`src/rtl/wb_stage_if.sv`:
```
// Writeback-stage bundle: exec-side instruction fields in, register-file write ports and control out.
// Latency: n/a (wiring only); the master drives x_*/mem_rdata, the slave drives everything else.
// Backpressure: x_stall from the slave tells the master to hold every x_* field stable.
// Optional WB_FWD_EN adds the fwd_* bypass mirror of the scalar write port.
interface wb_stage_if #(parameter int LANES = 4);
    localparam int LW = $clog2(LANES);

    logic                   x_valid;
    logic [15:0]            x_pc;
    logic [3:0]             x_rt;
    logic [15:0]            x_result;
    logic [16*LANES-1:0]    x_vresult;
    logic                   x_isLd;
    logic                   x_is_vector_op;
    logic                   x_isHalt;
    logic                   x_writes_rt;
    logic                   x_taken;
    logic [15:0]            x_target;
    logic [15:0]            mem_rdata;

    logic                   x_stall;
    logic                   flush;
    logic [15:0]            redirect_pc;
    logic                   reg_wen;
    logic [3:0]             reg_widx;
    logic [15:0]            reg_wdata;
    logic                   vreg_wen;
    logic [3:0]             vreg_widx;
    logic [LW-1:0]          vreg_lane;
    logic [15:0]            vreg_wdata;
    logic                   halted;
`ifdef WB_FWD_EN
    logic                   fwd_valid;
    logic [3:0]             fwd_idx;
    logic [15:0]            fwd_data;
`endif

    modport master (
`ifdef WB_FWD_EN
        input  fwd_valid, fwd_idx, fwd_data,
`endif
        output x_valid, x_pc, x_rt, x_result, x_vresult, x_isLd, x_is_vector_op,
               x_isHalt, x_writes_rt, x_taken, x_target, mem_rdata,
        input  x_stall, flush, redirect_pc, reg_wen, reg_widx, reg_wdata,
               vreg_wen, vreg_widx, vreg_lane, vreg_wdata, halted
    );

    modport slave (
`ifdef WB_FWD_EN
        output fwd_valid, fwd_idx, fwd_data,
`endif
        input  x_valid, x_pc, x_rt, x_result, x_vresult, x_isLd, x_is_vector_op,
               x_isHalt, x_writes_rt, x_taken, x_target, mem_rdata,
        output x_stall, flush, redirect_pc, reg_wen, reg_widx, reg_wdata,
               vreg_wen, vreg_widx, vreg_lane, vreg_wdata, halted
    );
endinterface

```
`src/rtl/wb_stage.sv`:
```
// Writeback stage: scalar/load writes, branch redirect flush, per-lane vector writeback, sticky halt.
// Latency: effects appear the cycle after accept; a vector op occupies LANES cycles, one lane per cycle.
// Backpressure: x_stall high during all but the last vector lane and forever in HALT; WB_FWD_EN adds fwd_* bypass.
module wb_stage #(
    parameter int LANES = 4
) (
    input  logic        clk,
    input  logic        rst_n,
    wb_stage_if.slave   bus
);
    localparam int            LW   = $clog2(LANES);
    localparam logic [LW-1:0] LAST = LW'(LANES - 1);

    typedef enum logic [1:0] {RUN, VEC, HALT} state_t;

    state_t                 r_state, w_state_nxt;
    logic [LW-1:0]          r_cnt, w_cnt_nxt;

    // Captured instruction; r_br/r_wr hold the priority-resolved class so dropped effects never reach outputs.
    logic                   r_valid;
    logic                   r_br;
    logic                   r_wr;
    logic                   r_isLd;
    logic [3:0]             r_rt;
    logic [15:0]            r_result;
    logic [15:0]            r_target;
    logic [16*LANES-1:0]    r_vresult;

    logic                   w_stall;
    logic                   w_flush;
    logic                   w_acc;
    logic                   w_vec;
    logic                   w_reg_wen;
    logic [3:0]             w_reg_widx;
    logic [15:0]            w_reg_wdata;
    logic [15:0]            w_lane_dat;

    assign w_stall = (r_state == HALT) || ((r_state == VEC) && (r_cnt != LAST));
    assign w_flush = r_valid & r_br;
    // The instruction sitting in exec during a flush cycle is on the squashed path, so it is never taken.
    assign w_acc   = bus.x_valid & ~w_stall & ~w_flush;

    // FSM state and lane counter register
    always_ff @(posedge clk or negedge rst_n) begin
        if (!rst_n) begin
            r_state <= RUN;
            r_cnt   <= '0;
        end else begin
            r_state <= w_state_nxt;
            r_cnt   <= w_cnt_nxt;
        end
    end

    // Next state: walk the lanes in VEC, then let an accepted instruction choose the following mode
    always_comb begin
        w_state_nxt = r_state;
        w_cnt_nxt   = r_cnt;
        case (r_state)
            VEC: begin
                if (r_cnt == LAST) begin
                    w_state_nxt = RUN;
                    w_cnt_nxt   = '0;
                end else begin
                    w_cnt_nxt   = r_cnt + 1'b1;
                end
            end
            default: ;
        endcase
        // Accept only happens in RUN or on the last VEC lane, so this overrides the lane walk cleanly.
        if (w_acc) begin
            if (bus.x_isHalt) begin
                w_state_nxt = HALT;
            end else if (!bus.x_taken && bus.x_is_vector_op) begin
                w_state_nxt = VEC;
                w_cnt_nxt   = '0;
            end
        end
    end

    // Capture accepted instruction fields with halt > taken > vector > scalar resolution
    always_ff @(posedge clk or negedge rst_n) begin
        if (!rst_n) begin
            r_valid   <= 1'b0;
            r_br      <= 1'b0;
            r_wr      <= 1'b0;
            r_isLd    <= 1'b0;
            r_rt      <= '0;
            r_result  <= '0;
            r_target  <= '0;
            r_vresult <= '0;
        end else begin
            r_valid <= w_acc;
            if (w_acc) begin
                r_br      <= ~bus.x_isHalt & bus.x_taken;
                r_wr      <= ~bus.x_isHalt & ~bus.x_taken & ~bus.x_is_vector_op & bus.x_writes_rt;
                r_isLd    <= bus.x_isLd;
                r_rt      <= bus.x_rt;
                r_result  <= bus.x_result;
                r_target  <= bus.x_target;
                r_vresult <= bus.x_vresult;
            end
        end
    end

    // Select the 16-bit lane addressed by the counter
    always_comb begin
        w_lane_dat = '0;
        for (int i = 0; i < LANES; i++) begin
            if (r_cnt == LW'(i)) begin
                w_lane_dat = r_vresult[i*16 +: 16];
            end
        end
    end

    // Scalar port; load data arrives from memory during this writeback cycle, so it stays combinational.
    assign w_reg_wen   = r_valid & r_wr;
    assign w_reg_widx  = w_reg_wen ? r_rt : 4'd0;
    assign w_reg_wdata = w_reg_wen ? (r_isLd ? bus.mem_rdata : r_result) : 16'd0;
    assign w_vec       = (r_state == VEC);

    assign bus.x_stall     = w_stall;
    assign bus.flush       = w_flush;
    assign bus.redirect_pc = w_flush ? r_target : 16'd0;
    assign bus.reg_wen     = w_reg_wen;
    assign bus.reg_widx    = w_reg_widx;
    assign bus.reg_wdata   = w_reg_wdata;
    assign bus.vreg_wen    = w_vec;
    assign bus.vreg_widx   = w_vec ? r_rt : 4'd0;
    assign bus.vreg_lane   = w_vec ? r_cnt : '0;
    assign bus.vreg_wdata  = w_vec ? w_lane_dat : 16'd0;
    assign bus.halted      = (r_state == HALT);

`ifdef WB_FWD_EN
    assign bus.fwd_valid = w_reg_wen;
    assign bus.fwd_idx   = w_reg_widx;
    assign bus.fwd_data  = w_reg_wdata;
`endif
endmodule

```
`src/flat_wrapper.sv`:
```
// flat-port wrapper written by rule: the top's interface ports become plain ports
module wb_stage_flat 
#(
    parameter int LANES = 4
)
  (clk, rst_n, bus_x_valid, bus_x_pc, bus_x_rt, bus_x_result, bus_x_vresult, bus_x_isLd, bus_x_is_vector_op, bus_x_isHalt, bus_x_writes_rt, bus_x_taken, bus_x_target, bus_mem_rdata, bus_x_stall, bus_flush, bus_redirect_pc, bus_reg_wen, bus_reg_widx, bus_reg_wdata, bus_vreg_wen, bus_vreg_widx, bus_vreg_lane, bus_vreg_wdata, bus_halted);
  wb_stage_if #(.LANES(LANES)) bus_i ();
  input  logic clk;
  input  logic rst_n;
  input wire logic [$bits(bus_i.x_valid)-1:0] bus_x_valid;
  input wire logic [$bits(bus_i.x_pc)-1:0] bus_x_pc;
  input wire logic [$bits(bus_i.x_rt)-1:0] bus_x_rt;
  input wire logic [$bits(bus_i.x_result)-1:0] bus_x_result;
  input wire logic [$bits(bus_i.x_vresult)-1:0] bus_x_vresult;
  input wire logic [$bits(bus_i.x_isLd)-1:0] bus_x_isLd;
  input wire logic [$bits(bus_i.x_is_vector_op)-1:0] bus_x_is_vector_op;
  input wire logic [$bits(bus_i.x_isHalt)-1:0] bus_x_isHalt;
  input wire logic [$bits(bus_i.x_writes_rt)-1:0] bus_x_writes_rt;
  input wire logic [$bits(bus_i.x_taken)-1:0] bus_x_taken;
  input wire logic [$bits(bus_i.x_target)-1:0] bus_x_target;
  input wire logic [$bits(bus_i.mem_rdata)-1:0] bus_mem_rdata;
  output wire logic [$bits(bus_i.x_stall)-1:0] bus_x_stall;
  output wire logic [$bits(bus_i.flush)-1:0] bus_flush;
  output wire logic [$bits(bus_i.redirect_pc)-1:0] bus_redirect_pc;
  output wire logic [$bits(bus_i.reg_wen)-1:0] bus_reg_wen;
  output wire logic [$bits(bus_i.reg_widx)-1:0] bus_reg_widx;
  output wire logic [$bits(bus_i.reg_wdata)-1:0] bus_reg_wdata;
  output wire logic [$bits(bus_i.vreg_wen)-1:0] bus_vreg_wen;
  output wire logic [$bits(bus_i.vreg_widx)-1:0] bus_vreg_widx;
  output wire logic [$bits(bus_i.vreg_lane)-1:0] bus_vreg_lane;
  output wire logic [$bits(bus_i.vreg_wdata)-1:0] bus_vreg_wdata;
  output wire logic [$bits(bus_i.halted)-1:0] bus_halted;
  assign bus_i.x_valid = bus_x_valid;
  assign bus_i.x_pc = bus_x_pc;
  assign bus_i.x_rt = bus_x_rt;
  assign bus_i.x_result = bus_x_result;
  assign bus_i.x_vresult = bus_x_vresult;
  assign bus_i.x_isLd = bus_x_isLd;
  assign bus_i.x_is_vector_op = bus_x_is_vector_op;
  assign bus_i.x_isHalt = bus_x_isHalt;
  assign bus_i.x_writes_rt = bus_x_writes_rt;
  assign bus_i.x_taken = bus_x_taken;
  assign bus_i.x_target = bus_x_target;
  assign bus_i.mem_rdata = bus_mem_rdata;
  assign bus_x_stall = bus_i.x_stall;
  assign bus_flush = bus_i.flush;
  assign bus_redirect_pc = bus_i.redirect_pc;
  assign bus_reg_wen = bus_i.reg_wen;
  assign bus_reg_widx = bus_i.reg_widx;
  assign bus_reg_wdata = bus_i.reg_wdata;
  assign bus_vreg_wen = bus_i.vreg_wen;
  assign bus_vreg_widx = bus_i.vreg_widx;
  assign bus_vreg_lane = bus_i.vreg_lane;
  assign bus_vreg_wdata = bus_i.vreg_wdata;
  assign bus_halted = bus_i.halted;
  wb_stage #(.LANES(LANES)) u_core (.clk(clk), .rst_n(rst_n), .bus(bus_i));
endmodule
```
`config.mk`:
```
export PLATFORM = sky130hd
export DESIGN_NAME = wb_stage_flat
export DESIGN_NICKNAME = d
export VERILOG_FILES = /design/src/rtl/wb_stage_if.sv /design/src/rtl/wb_stage.sv /design/src/flat_wrapper.sv
export SDC_FILE = /design/constraint.sdc
export NUM_CORES = 1
export LEC_CHECK = 0
export BUFFER_PORTS_ARGS = -buffer_cell sky130_fd_sc_hd__buf_2
export CAP_MARGIN = 20
export CORE_ASPECT_RATIO = 1.4
export CORE_MARGIN = 2
export CORE_UTILIZATION = 49
export CTS_CLUSTER_SIZE = 25
export DETAILED_ROUTE_END_ITERATION = 7
export PLACE_DENSITY_LB_ADDON = 0.1
export SYNTH_ARGS = -nofsm -noshare
export SYNTH_HDL_FRONTEND = slang
export SYNTH_SLANG_ARGS = --single-unit
```
`constraint.sdc`:
```
create_clock -name clk -period 2.78 [get_ports clk]
set_clock_uncertainty 0.15 [all_clocks]
set_input_delay 0 -clock clk [delete_from_list [all_inputs] [get_ports clk]]
set_output_delay 0 -clock clk [all_outputs]
set_load 0.05 [all_outputs]
```
==> flow_metrics.py <==
metrics = {
    "logic_synthesis": {
        "syn_nets": 569,
        "synth_edf_count": 0,
        "ys_seq_area_share_pct": 51.4,
        "synth-main-ff-cell": "dfrtp_1",
        "synth_cell_types": 31,
        "synth_warnings": 0,
        "ys_seq_elements": 108,
        "async_reset_ff_share_pct": 100,
        "synthCells": 425,
        "synth_area_sq_um": 5260,
        "postSynthAreaPerCell_sq_um": 12.4,
    },
    "sta": {
        "period_needed_ns": 2.53,
        "finalSetupTns_ns": 0,
        "hold_viol": 0,
        "rsz0062_at_grt": "no",
        "drv_slew": 0,
        "tightest_slew_ns": 0.900,
        "period_share_pct": 91.0,
        "fmax_mhz": 395,
        "setup_viol": 0,
        "relSlewSlack_pct": 40.0,
    },
    "global_routing": {
        "grt_max_degree": 74,
        "grt_pass1_wl_um": 23300,
        "overflow": 0,
        "antenna_found_initial": 0,
        "grt_pass1_vias": 4666,
        "track_usage_pct": 25.3,
    },
    "cts": {
        "clockBufferDepth": 2,
        "cts_tree": "done",
        "holdBufCountCts": 109,
        "post_cts_buffers": 0,
        "clk_latency_ns": 0.34,
        "cts_root_buf": "clkbuf_16",
        "cts.sinks": 108,
        "cts_resized": 0,
        "clkTransAtPathRegs_ns": 0.07,
        "htree_levels": 3,
        "cts_buffers": 9,
    },
    "route": {
        "met3WireLength_um": 743,
        "vias_per_cell": 5.07,
        "dr_wl_met2_um": 7270,
        "drt_iter0_markers": 176,
        "first_pass_iters": 4,
        "ant_nets": 0,
        "vias": 4321,
        "totalWireLength_um": 14200,
        "top_layer_used": "met4",
        "drcViolationCount": 0,
        "wire_per_inst_um": 16.6,
        "wl_met1_um": 5870,
    },
    "status": {
        "outcome": "finished clean",
    },
    "floorplan": {
        "die_area_sq_um": 11600,
        "ios": 203,
        "start_util_pct": 50.5,
        "die-height_um": 127,
        "die_w_um": 91.5,
        "coreArea_sq_um": 10400,
        "core.rowCount": 44,
    },
    "setup_path": {
        "cp_cell_sequence": "and2_4 -> nor4b_4 -> buf_12 -> a22oi_1 -> dlygate4sd3_1",
        "crit_family": "buffers and inverters",
        "max_stage_delay_ns": 0.58,
        "arrival_ns": 2.61,
        "worstSetupStartpointType": "flop",
        "crit_fanout": 73,
        "end_kind": "flop",
        "critPathKind": "flop to flop",
        "cp_slowest_cell": "dlygate4sd3_1",
        "crit_required_ns": 2.86,
        "path_buf_inv": 2,
    },
    "finish": {
        "layout-drive-gt1-share_pct": 44.3,
        "final_util_pct": 74.4,
        "area_delta_synth_final_pct": 47.2,
        "fin_nets": 853,
        "n_antenna_cell": 0,
    },
    "power": {
        "power_density_nw_per_um2": 625,
        "p_leak_nw": 3.82,
        "ir_drop_uv": 457,
    },
    "worst_hold_path": {
        "hold_path_class": "primary input to flop",
    },
    "placement": {
        "hpwl_um": 8600,
        "finalWeightedCongestion": 0.788,
        "portBuffers": 186,
    },
    "job": {
        "drv_cap": 0,
    },
}
[report_power, final]
part,total (mW),internal (mW),switching (mW)
Sequential,2.30,2.01,0.285
Combinational,0.987,0.639,0.348
Clock,1.55,0.997,0.551
Total,4.84,3.65,1.18
[flip-flops by register name, indices dropped and copies added, names as in the netlist]
register          cells
u_core.r_vresult     64
u_core.r_state        2
u_core.r_isLd         1
u_core.r_valid        1
u_core.r_cnt          2
u_core.r_result      16
u_core.r_target      16
u_core.r_br           1
u_core.r_rt           4
u_core.r_wr           1
[cells in the mapped netlist, types with 2 or more instances]
| cell | n | area [sq um] |
|---|---|---|
| nor2b_1 | 2 | 12.5 |
| mux2i_1 | 18 | 180 |
| mux2_4 | 14 | 210 |
| ha_1 | 4 | 50.1 |
| a21oi_1 | 34 | 170 |
| buf_8 | 2 | 30.0 |
| buf_2 | 2 | 10.0 |
| and3_1 | 20 | 125 |
| nor2_1 | 18 | 67.6 |
| buf_4 | 8 | 60.1 |
| nand3b_1 | 16 | 120 |
| nand2_1 | 19 | 71.3 |
| dfrtp_1 | 108 | 2700 |
| mux2_2 | 88 | 991 |
| inv_1 | 21 | 78.8 |
| clkbuf_1 | 17 | 63.8 |
| buf_6 | 2 | 22.5 |
| and2_1 | 4 | 25.0 |
| a221o_1 | 16 | 160 |
[metrics by stage]
step	power, mW	worst slack (ns)	cell area, sq um	hold slack, ns	cells
6_report	4.84	0.251	7740	0.0436	852
5_1_grt	5.11	0.127	7740	0.0291	852
4_1_cts	4.86	0.239	7740	0.0291	852
3_5_place_dp	3.18	0.510	6280	-0.109	727
3_3_place_gp	3.13	0.537	6280	-0.109	727
2_1_floorplan	2.88	0.345	5260	-0.446	425
[final cells by class]
cell class	count	area [sq um]
clock buffer	12	246
inverter	21	78.8
fill	708	2670
timing repair buffer	305	2120
clock inverter	4	120
multi-input combinational	264	2290
tap	138	173
sequential	108	2700
[cell usage in the layout, fill, tap and decap left out, drive strengths merged, types with 4 or more instances in the layout]
cell | Yosys | layout
and2 | 5 | 5
buf | 15 | 196
a221o | 16 | 16
clkbuf | 17 | 12
dlygate4sd3 | 0 | 109
ha | 4 | 4
bufinv | 0 | 4
and3 | 20 | 20
inv | 21 | 21
nand3b | 16 | 16
nor2 | 18 | 18
a21oi | 34 | 34
mux2i | 18 | 18
nand2 | 19 | 19
mux2 | 103 | 103
dfrtp | 108 | 108
[cell families after synthesis]
kind of cell             synth area share (%)
buffers and inverters                    5.12
AO/OA/AOI/OAI                            6.62
flip-flops                               51.4
multiplexers                             26.5
AND/OR/NAND/NOR                          9.38
adder cells (fa/ha/maj)                 0.952
[per-layer routing]
metal	GRT usage (%)	vias up
li1	-	2063
met1	31.0	2102
met2	44.4	137
met3	5.17	19
met4	8.29	0
met5	0	-
[worst register-to-register path, delay by kind of cell (launching register included)]
| kind | cells | cell delay, ns |
|---|---|---|
| simple gates | 2 | 0.58 |
| compound gates | 1 | 0.16 |
| flops | 1 | 0.54 |
| buf+inv | 2 | 0.98 |
[worst paths after layout]
kind | startpoint | to | slack (ns) | cells past startpoint
min in group asynchronous | rst_n | u_core.r_valid | 0.05 | 2
setup reg to reg | u_core.r_br | u_core.r_state[1] | 0.25 | 5
hold / removal | bus_x_writes_rt | u_core.r_wr | 0.04 | 3
setup / recovery | u_core.r_br | u_core.r_state[1] | 0.25 | 5
hold reg to reg | u_core.r_target[11] | u_core.r_target[11] | 0.35 | 1
max in group asynchronous | rst_n | u_core.r_target[6] | 1.68 | 3
Power figures use the tool's default switching activity.
